`src/rtl/rv_mem_arb_pkg.sv`:
```
// Shared types for the unified-memory arbiter: FSM states, owner encoding, wait-counter sizing.
// Latency: none (types and constants only).
// Backpressure: n/a.
package rv_mem_arb_pkg;

  typedef enum logic [1:0] {
    IDLE  = 2'd0,
    ISSUE = 2'd1,
    WAIT  = 2'd2,
    RESP  = 2'd3
  } state_t;

  typedef enum logic {
    OWN_CORE = 1'b0,
    OWN_DMA  = 1'b1
  } owner_t;

  // Largest legal memory latency; the wait counter is sized to hold it.
  localparam int MEM_LAT_MAX = 15;
  localparam int CNT_W       = $clog2(MEM_LAT_MAX + 1);

endpackage

```
`src/rtl/rv_mem_arb_if.sv`:
```
// Bundle of the two requester ports and the single memory port of rv_mem_arb.
// Latency: none (wires only).
// Backpressure: requesters hold req until gnt; memory has no backpressure.
interface rv_mem_arb_if #(
  parameter int AW = 32,
  parameter int DW = 32
);

  logic          core_req;
  logic          core_we;
  logic [AW-1:0] core_addr;
  logic [DW-1:0] core_wdata;
  logic          core_gnt;
  logic          core_rvalid;
  logic [DW-1:0] core_rdata;

  logic          dma_req;
  logic          dma_we;
  logic [AW-1:0] dma_addr;
  logic [DW-1:0] dma_wdata;
  logic          dma_gnt;
  logic          dma_rvalid;
  logic [DW-1:0] dma_rdata;

  logic          mem_en;
  logic          mem_we;
  logic [AW-1:0] mem_addr;
  logic [DW-1:0] mem_wdata;
  logic [DW-1:0] mem_rdata;

  // Arbiter side.
  modport slave (
    input  core_req, core_we, core_addr, core_wdata,
    output core_gnt, core_rvalid, core_rdata,
    input  dma_req, dma_we, dma_addr, dma_wdata,
    output dma_gnt, dma_rvalid, dma_rdata,
    output mem_en, mem_we, mem_addr, mem_wdata,
    input  mem_rdata
  );

  // Requester / memory side.
  modport master (
    output core_req, core_we, core_addr, core_wdata,
    input  core_gnt, core_rvalid, core_rdata,
    output dma_req, dma_we, dma_addr, dma_wdata,
    input  dma_gnt, dma_rvalid, dma_rdata,
    input  mem_en, mem_we, mem_addr, mem_wdata,
    output mem_rdata
  );

endinterface

```
`src/rtl/rv_rr_arb2.sv`:
```
// Two-request arbiter: round-robin on ties when RV_MEM_ARB_RR_EN is defined, else core-priority.
// Latency: combinational winner; last-owner register updates on the upd strobe.
// Backpressure: none; winner is only meaningful while at least one req is high.
module rv_rr_arb2
  import rv_mem_arb_pkg::*;
(
  input  logic   clk,
  input  logic   rst,
  input  logic   req_core,
  input  logic   req_dma,
  input  logic   upd,
  input  owner_t upd_owner,
  output owner_t win
);

`ifdef RV_MEM_ARB_RR_EN
  owner_t last;

  // Remember who owned the access being issued; reset to DMA so core takes the first tie.
  always_ff @(posedge clk or posedge rst) begin
    if (rst) begin
      last <= OWN_DMA;
    end else if (upd) begin
      last <= upd_owner;
    end
  end

  // Single requester wins outright; a tie goes to whoever did not own the last access.
  always_comb begin
    win = OWN_CORE;
    if (req_core && req_dma) begin
      win = (last == OWN_CORE) ? OWN_DMA : OWN_CORE;
    end else if (req_dma) begin
      win = OWN_DMA;
    end
  end
`else
  // No history kept in fixed-priority mode, so the update path is left dangling.
  logic unused_upd;
  assign unused_upd = ^{clk, rst, upd, upd_owner};

  // Core wins every tie; DMA only wins when it requests alone.
  always_comb begin
    win = OWN_CORE;
    if (req_dma && !req_core) begin
      win = OWN_DMA;
    end
  end
`endif

endmodule

```
`src/rtl/rv_mem_arb.sv`:
```
// Shares the single-port unified memory between core and DMA, one access in flight (RV_MEM_ARB_RR_EN selects round-robin ties).
// Latency: req sampled at t -> gnt/mem_en at t+1, rvalid at t+2+MEM_LAT; one access per MEM_LAT+2 cycles.
// Backpressure: requesters hold req/we/addr/wdata until gnt; the loser simply keeps waiting.
module rv_mem_arb
  import rv_mem_arb_pkg::*;
#(
  parameter int AW      = 32,
  parameter int DW      = 32,
  parameter int MEM_LAT = 1   // legal range 1..MEM_LAT_MAX
)
(
  input  logic clk,
  input  logic rst,
  rv_mem_arb_if.slave bus
);

  localparam logic [CNT_W-1:0] LAT = CNT_W'(MEM_LAT);

  state_t         state;
  owner_t         owner;
  owner_t         win;
  logic           r_we;
  logic [AW-1:0]  r_addr;
  logic [DW-1:0]  r_wdata;
  logic [DW-1:0]  resp;
  logic [CNT_W-1:0] cnt;

  logic           any_req;
  logic           sel_we;
  logic [AW-1:0]  sel_addr;
  logic [DW-1:0]  sel_wdata;
  logic           in_issue;
  logic           in_resp;

  assign any_req  = bus.core_req | bus.dma_req;
  assign in_issue = (state == ISSUE);
  assign in_resp  = (state == RESP);

  rv_rr_arb2 u_arb (
    .clk       (clk),
    .rst       (rst),
    .req_core  (bus.core_req),
    .req_dma   (bus.dma_req),
    .upd       (in_issue),
    .upd_owner (owner),
    .win       (win)
  );

  // Pick the winning requester's access fields for capture.
  always_comb begin
    sel_we    = bus.core_we;
    sel_addr  = bus.core_addr;
    sel_wdata = bus.core_wdata;
    if (win == OWN_DMA) begin
      sel_we    = bus.dma_we;
      sel_addr  = bus.dma_addr;
      sel_wdata = bus.dma_wdata;
    end
  end

  // Access sequencer: arbitrate in IDLE/RESP, issue once, wait out the latency, respond once.
  always_ff @(posedge clk or posedge rst) begin
    if (rst) begin
      state   <= IDLE;
      owner   <= OWN_CORE;
      r_we    <= 1'b0;
      r_addr  <= '0;
      r_wdata <= '0;
      resp    <= '0;
      cnt     <= '0;
    end else begin
      case (state)
        IDLE, RESP: begin
          // RESP arbitrates too, so back-to-back accesses skip IDLE.
          if (any_req) begin
            owner   <= win;
            r_we    <= sel_we;
            r_addr  <= sel_addr;
            r_wdata <= sel_wdata;
            state   <= ISSUE;
          end else begin
            state   <= IDLE;
          end
        end
        ISSUE: begin
          cnt   <= LAT;
          state <= WAIT;
        end
        WAIT: begin
          cnt <= cnt - 1'b1;
          if (cnt == 1) begin
            // Writes return zero data; reads take the memory output on its valid cycle.
            resp  <= r_we ? '0 : bus.mem_rdata;
            state <= RESP;
          end
        end
        default: state <= IDLE;
      endcase
    end
  end

  // Outputs decode registered state only, so reset zeroes them immediately.
  assign bus.mem_en      = in_issue;
  assign bus.mem_we      = in_issue & r_we;
  assign bus.mem_addr    = in_issue ? r_addr  : '0;
  assign bus.mem_wdata   = in_issue ? r_wdata : '0;

  assign bus.core_gnt    = in_issue && (owner == OWN_CORE);
  assign bus.dma_gnt     = in_issue && (owner == OWN_DMA);
  assign bus.core_rvalid = in_resp  && (owner == OWN_CORE);
  assign bus.dma_rvalid  = in_resp  && (owner == OWN_DMA);
  assign bus.core_rdata  = (in_resp && (owner == OWN_CORE)) ? resp : '0;
  assign bus.dma_rdata   = (in_resp && (owner == OWN_DMA))  ? resp : '0;

endmodule

```
`src/flat_wrapper.sv`:
```
// flat-port wrapper written by rule: the top's interface ports become plain ports
module rv_mem_arb_flat import rv_mem_arb_pkg::*;
#(
  parameter int AW      = 32,
  parameter int DW      = 32,
  parameter int MEM_LAT = 1                                
)
  (clk, rst, bus_core_req, bus_core_we, bus_core_addr, bus_core_wdata, bus_core_gnt, bus_core_rvalid, bus_core_rdata, bus_dma_req, bus_dma_we, bus_dma_addr, bus_dma_wdata, bus_dma_gnt, bus_dma_rvalid, bus_dma_rdata, bus_mem_en, bus_mem_we, bus_mem_addr, bus_mem_wdata, bus_mem_rdata);
  rv_mem_arb_if #(.AW(AW), .DW(DW)) bus_i ();
  input  logic clk;
  input  logic rst;
  input wire logic [$bits(bus_i.core_req)-1:0] bus_core_req;
  input wire logic [$bits(bus_i.core_we)-1:0] bus_core_we;
  input wire logic [$bits(bus_i.core_addr)-1:0] bus_core_addr;
  input wire logic [$bits(bus_i.core_wdata)-1:0] bus_core_wdata;
  output wire logic [$bits(bus_i.core_gnt)-1:0] bus_core_gnt;
  output wire logic [$bits(bus_i.core_rvalid)-1:0] bus_core_rvalid;
  output wire logic [$bits(bus_i.core_rdata)-1:0] bus_core_rdata;
  input wire logic [$bits(bus_i.dma_req)-1:0] bus_dma_req;
  input wire logic [$bits(bus_i.dma_we)-1:0] bus_dma_we;
  input wire logic [$bits(bus_i.dma_addr)-1:0] bus_dma_addr;
  input wire logic [$bits(bus_i.dma_wdata)-1:0] bus_dma_wdata;
  output wire logic [$bits(bus_i.dma_gnt)-1:0] bus_dma_gnt;
  output wire logic [$bits(bus_i.dma_rvalid)-1:0] bus_dma_rvalid;
  output wire logic [$bits(bus_i.dma_rdata)-1:0] bus_dma_rdata;
  output wire logic [$bits(bus_i.mem_en)-1:0] bus_mem_en;
  output wire logic [$bits(bus_i.mem_we)-1:0] bus_mem_we;
  output wire logic [$bits(bus_i.mem_addr)-1:0] bus_mem_addr;
  output wire logic [$bits(bus_i.mem_wdata)-1:0] bus_mem_wdata;
  input wire logic [$bits(bus_i.mem_rdata)-1:0] bus_mem_rdata;
  assign bus_i.core_req = bus_core_req;
  assign bus_i.core_we = bus_core_we;
  assign bus_i.core_addr = bus_core_addr;
  assign bus_i.core_wdata = bus_core_wdata;
  assign bus_core_gnt = bus_i.core_gnt;
  assign bus_core_rvalid = bus_i.core_rvalid;
  assign bus_core_rdata = bus_i.core_rdata;
  assign bus_i.dma_req = bus_dma_req;
  assign bus_i.dma_we = bus_dma_we;
  assign bus_i.dma_addr = bus_dma_addr;
  assign bus_i.dma_wdata = bus_dma_wdata;
  assign bus_dma_gnt = bus_i.dma_gnt;
  assign bus_dma_rvalid = bus_i.dma_rvalid;
  assign bus_dma_rdata = bus_i.dma_rdata;
  assign bus_mem_en = bus_i.mem_en;
  assign bus_mem_we = bus_i.mem_we;
  assign bus_mem_addr = bus_i.mem_addr;
  assign bus_mem_wdata = bus_i.mem_wdata;
  assign bus_i.mem_rdata = bus_mem_rdata;
  rv_mem_arb #(.AW(AW), .DW(DW), .MEM_LAT(MEM_LAT)) u_core (.clk(clk), .rst(rst), .bus(bus_i));
endmodule
```
`config.mk`:
```
export PLATFORM = sky130hd
export DESIGN_NAME = rv_mem_arb_flat
export DESIGN_NICKNAME = d
export VERILOG_FILES = /design/src/rtl/rv_mem_arb_pkg.sv /design/src/rtl/rv_mem_arb_if.sv /design/src/rtl/rv_rr_arb2.sv /design/src/rtl/rv_mem_arb.sv /design/src/flat_wrapper.sv
export SDC_FILE = /design/constraint.sdc
export NUM_CORES = 1
export LEC_CHECK = 0
export CORE_MARGIN = 2
export CORE_UTILIZATION = 40
export CTS_CLUSTER_DIAMETER = 120
export DETAILED_ROUTE_END_ITERATION = 8
export PLACE_DENSITY = 0.87
export SLEW_MARGIN = 20
export SYNTH_ARGS = -nofsm -noshare
export SYNTH_HDL_FRONTEND = slang
export SYNTH_HIERARCHICAL = 1
export SYNTH_SLANG_ARGS = --single-unit
```
`constraint.sdc`:
```
create_clock -name clk -period 4.56 [get_ports clk]
set_clock_uncertainty 0.05 [all_clocks]
set_input_delay 0.684 -clock clk [delete_from_list [all_inputs] [get_ports clk]]
set_output_delay 0.684 -clock clk [all_outputs]
set_load 0.01 [all_outputs]
```
==> impl_metrics.py <==
metrics = {
    "setup_path": {
        "max_stage_delay_ps": 840,
        "cp.required_ps": 3830,
        "cpLargestDelayFamily": "simple AND/OR/NAND/NOR gates",
        "worstSetupPathDepth": 5,
        "worst-r2r-setup-slack_ps": 2500,
        "critPathLaunchType": "flop",
        "path_buf_inv": 2,
        "critical_path_arrival_ps": 2840,
        "rr_worst_depth": 5,
        "reg2reg_to": "u_core/r_addr[15]$_DFFE_PP0P_",
        "critPathKind": "flop to output port",
        "path_cells": "ha_1, buf_4, nor2b_2, and2_1, clkdlybuf4s50_1",
        "regToRegStartpoint": "u_core/state[0]$_DFFE_PP0P_",
        "slowest_stage": "nor2b_2",
        "critPathMaxFanout": 34,
        "crit_path_end_kind": "output port",
    },
    "global_route": {
        "overflow": 0,
        "antenna_found_initial": 0,
        "grt_max_degree": 95,
        "grt_use_total_pct": 20.3,
        "first_global_vias": 4834,
        "grt_pass1_wl_mm": 24.1,
    },
    "floorplan": {
        "ios": 300,
        "start_util_pct": 41.2,
        "dieArea_um2": 15300,
        "die_w_um": 124,
        "die_h_um": 124,
        "core_area_um2": 13900,
        "rows": 43,
    },
    "logic_synthesis": {
        "syn_area_um2": 5730,
        "synthFlopType": "dfrtp_1",
        "synthMuxAreaShare_pct": 12.0,
        "synth.distinct_cells": 29,
        "synth-compound-area-share_pct": 9.47,
        "synthAdderAreaFrac_pct": 1.09,
        "yosysSeqAreaShare_pct": 45.4,
        "avgSynthCellArea_um2": 9.42,
        "yosys_warnings": 6,
        "synth_edf_count": 0,
        "synthSimpleGateAreaFrac_pct": 25.6,
        "postSynthCellCount": 609,
        "synth-seq-cells": 104,
        "ys_async_sr_fraction_pct": 100,
        "synth_top_family_by_area": "simple AND/OR/NAND/NOR gates",
        "synth_xor_area_share_pct": 0,
        "syn-num-nets": 780,
    },
    "sta": {
        "worstMarginPinSlew_ps": 976,
        "hold_viol_final": 0,
        "setup_tns_ps": 0,
        "fmax_mhz": 280,
        "grt_setup_unrepaired": "no",
        "period_share_pct": 78.4,
        "post-route-min-period_ps": 3580,
        "setup_viol_count_final": 0,
        "final-max-slew-violation-count": 0,
        "timing.final.ws_setup_ps": 984,
        "slew_headroom_pct": 34.6,
    },
    "placed_design": {
        "dp_hpwl_mm": 12.2,
        "dp.cells": 1047,
        "io_buffers": 299,
        "dp_slack_ps": 1400,
        "place_congestion": 0.804,
    },
    "routing": {
        "drtPass1Iterations": 4,
        "vias": 5080,
        "antenna_left": 0,
        "drc_errors": 0,
        "drt_iter0_markers": 231,
        "wirelength_mm": 15.8,
        "viasPerCell": 4.78,
        "wl_per_cell_um": 14.9,
    },
    "layout": {
        "synthToLayoutAreaGrowth_pct": 56.7,
        "multi_input_area_um2": 2780,
        "fin_nets": 1049,
        "drive_above_1_share_pct": 3.28,
        "ff_latch_area_um2": 2600,
        "final_cells": 1063,
        "num_antenna_cells": 0,
        "fillers": 1188,
    },
    "run": {
        "maxCapViolCount": 0,
    },
    "clocking": {
        "postCtsHoldBufs": 0,
        "cts_buffers": 9,
        "clkSinkCount": 104,
        "clk_latency_ps": 330,
        "cts_tree": "built",
        "cts_setup_buffers": 0,
        "ctsResizeCount": 0,
        "cts_buffer_depth": 2,
        "clk_pin_slew_ps": 70,
        "cts_root_buf": "clkbuf_16",
        "cts_max_level": 3,
    },
    "power_and_ir_drop": {
        "peakVddDrop_mv": 0.340,
        "p_per_area_nw_per_um2": 523,
        "p_leak_nw": 3.86,
    },
    "hold_path": {
        "holdPathEnd": "u_core/r_wdata[31]$_DFFE_PP0P_",
        "hp-start": "u_core/r_wdata[31]$_DFFE_PP0P_",
        "min_path_cells": 2,
        "min_path_type": "flop to flop",
    },
    "run_status": {
        "status": "finished clean",
    },
}
-- synth_stat cells, drive strengths merged (5+ instances only) --
master  instances  area (µm²)
and2           99         619
and3           32         200
buf            23         246
clkbuf         25         101
dfrtp         104        2600
ha              5        62.6
inv             7        26.3
mux2i          67         671
nand2         100         375
nand2b         32         200
nor2b           5        41.3
o21ai         101         509
-- layout by cell type (no fill, tap or decap) --
cell             instances
a2bb2oi_1                1
and2_1                  99
and3_1                  32
buf_12                   2
buf_4                    5
clkbuf_1                 1
clkbuf_16                9
clkbuf_8                 1
clkdlybuf4s50_1        299
clkinv_2                 2
clkinvlp_4               3
dfrtp_1                104
ha_1                     4
ha_4                     1
inv_1                    6
inv_4                    1
mux2_4                   1
mux2i_1                 67
nand2_1                100
nand2b_1                32
nand3_1                  1
nand3b_1                 1
nand4bb_2                1
nor2b_1                  3
nor2b_2                  1
nor2b_4                  1
o21ai_0                 57
o21ai_1                 43
o21ai_4                  1
o311ai_1                 1
o31ai_1                  1
o41ai_1                  1
or3_1                    1
-- power by group --
| part | switching, W | leakage (nW) | internal (W) |
|---|---|---|---|
| clock network | 0.000326 | 0.128 | 0.000383 |
| registers | 0.000311 | 1.30 | 0.00136 |
| logic | 0.00118 | 2.43 | 0.00114 |
| total | 0.00181 | 3.86 | 0.00289 |
-- final cells by class --
cell class / instances / share of cell area [%]
timing repair buffer: 306 / 34.2
multi-input combinational: 450 / 31.0
sequential: 104 / 29.0
clock buffer: 11 / 2.70
tap: 180 / 2.51
clock inverter: 5 / 0.362
inverter: 7 / 0.320
-- logic make-up (layout without fill, tap and decap cells) --
| group | count (synthesis) | in the layout |
|---|---|---|
| AOI/OAI and AO/OA | 105 | 105 |
| adders and majority gates | 5 | 5 |
| buffers and inverters | 55 | 329 |
| DFF | 104 | 104 |
| muxes | 68 | 68 |
| and+or+nand+nor | 272 | 272 |
-- metrics by stage --
step	power, W	hold WS (ps)	utilization (%)	cell area (µm²)
floorplan	0.00312	391	-	5730
global placement	0.00393	403	62.4	8700
detailed placement	0.00403	412	62.4	8700
CTS	0.00475	426	64.4	8970
global route	0.00510	452	64.5	8980
finish	0.00470	419	64.5	8980
-- worst max-delay path by stage --
| stage | end | start |
|---|---|---|
| 3_3_place_gp | bus_core_rdata[7] | u_core/state[0]$_DFFE_PP0P_ |
| 4_1_cts | bus_core_rdata[26] | u_core/state[0]$_DFFE_PP0P_ |
| 6_report | bus_core_rdata[3] | u_core/state[0]$_DFFE_PP0P_ |
| 2_1_floorplan | u_core/cnt[0]$_DFFE_PP0P_ | rst |
| 5_1_grt | bus_core_rdata[27] | u_core/state[0]$_DFFE_PP0P_ |
| 3_5_place_dp | bus_core_rdata[26] | u_core/state[0]$_DFFE_PP0P_ |
-- tightest hold or removal path: stages (launching register included) --
cell and delay, ps:
dfrtp_1 340, nand2_1 40, o21ai_0 60
-- sequential cells by signal, summed over array words and instances (netlist names) --
signal,cells
u_core/cnt,4
u_core/r_we,1
u_core/r_wdata,32
u_core/owner,1
u_core/state,2
u_core/resp,32
u_core/r_addr,32
-- per-layer routing --
layer	vias to the layer above	track usage [%]	share of wire, %
li1	2549	-	-
met1	2311	23.3	38
met2	203	36.7	51
met3	17	5.45	9.4
met4	0	6.61	1.6
met5	-	0	0
(Power assumes the default switching activity.)
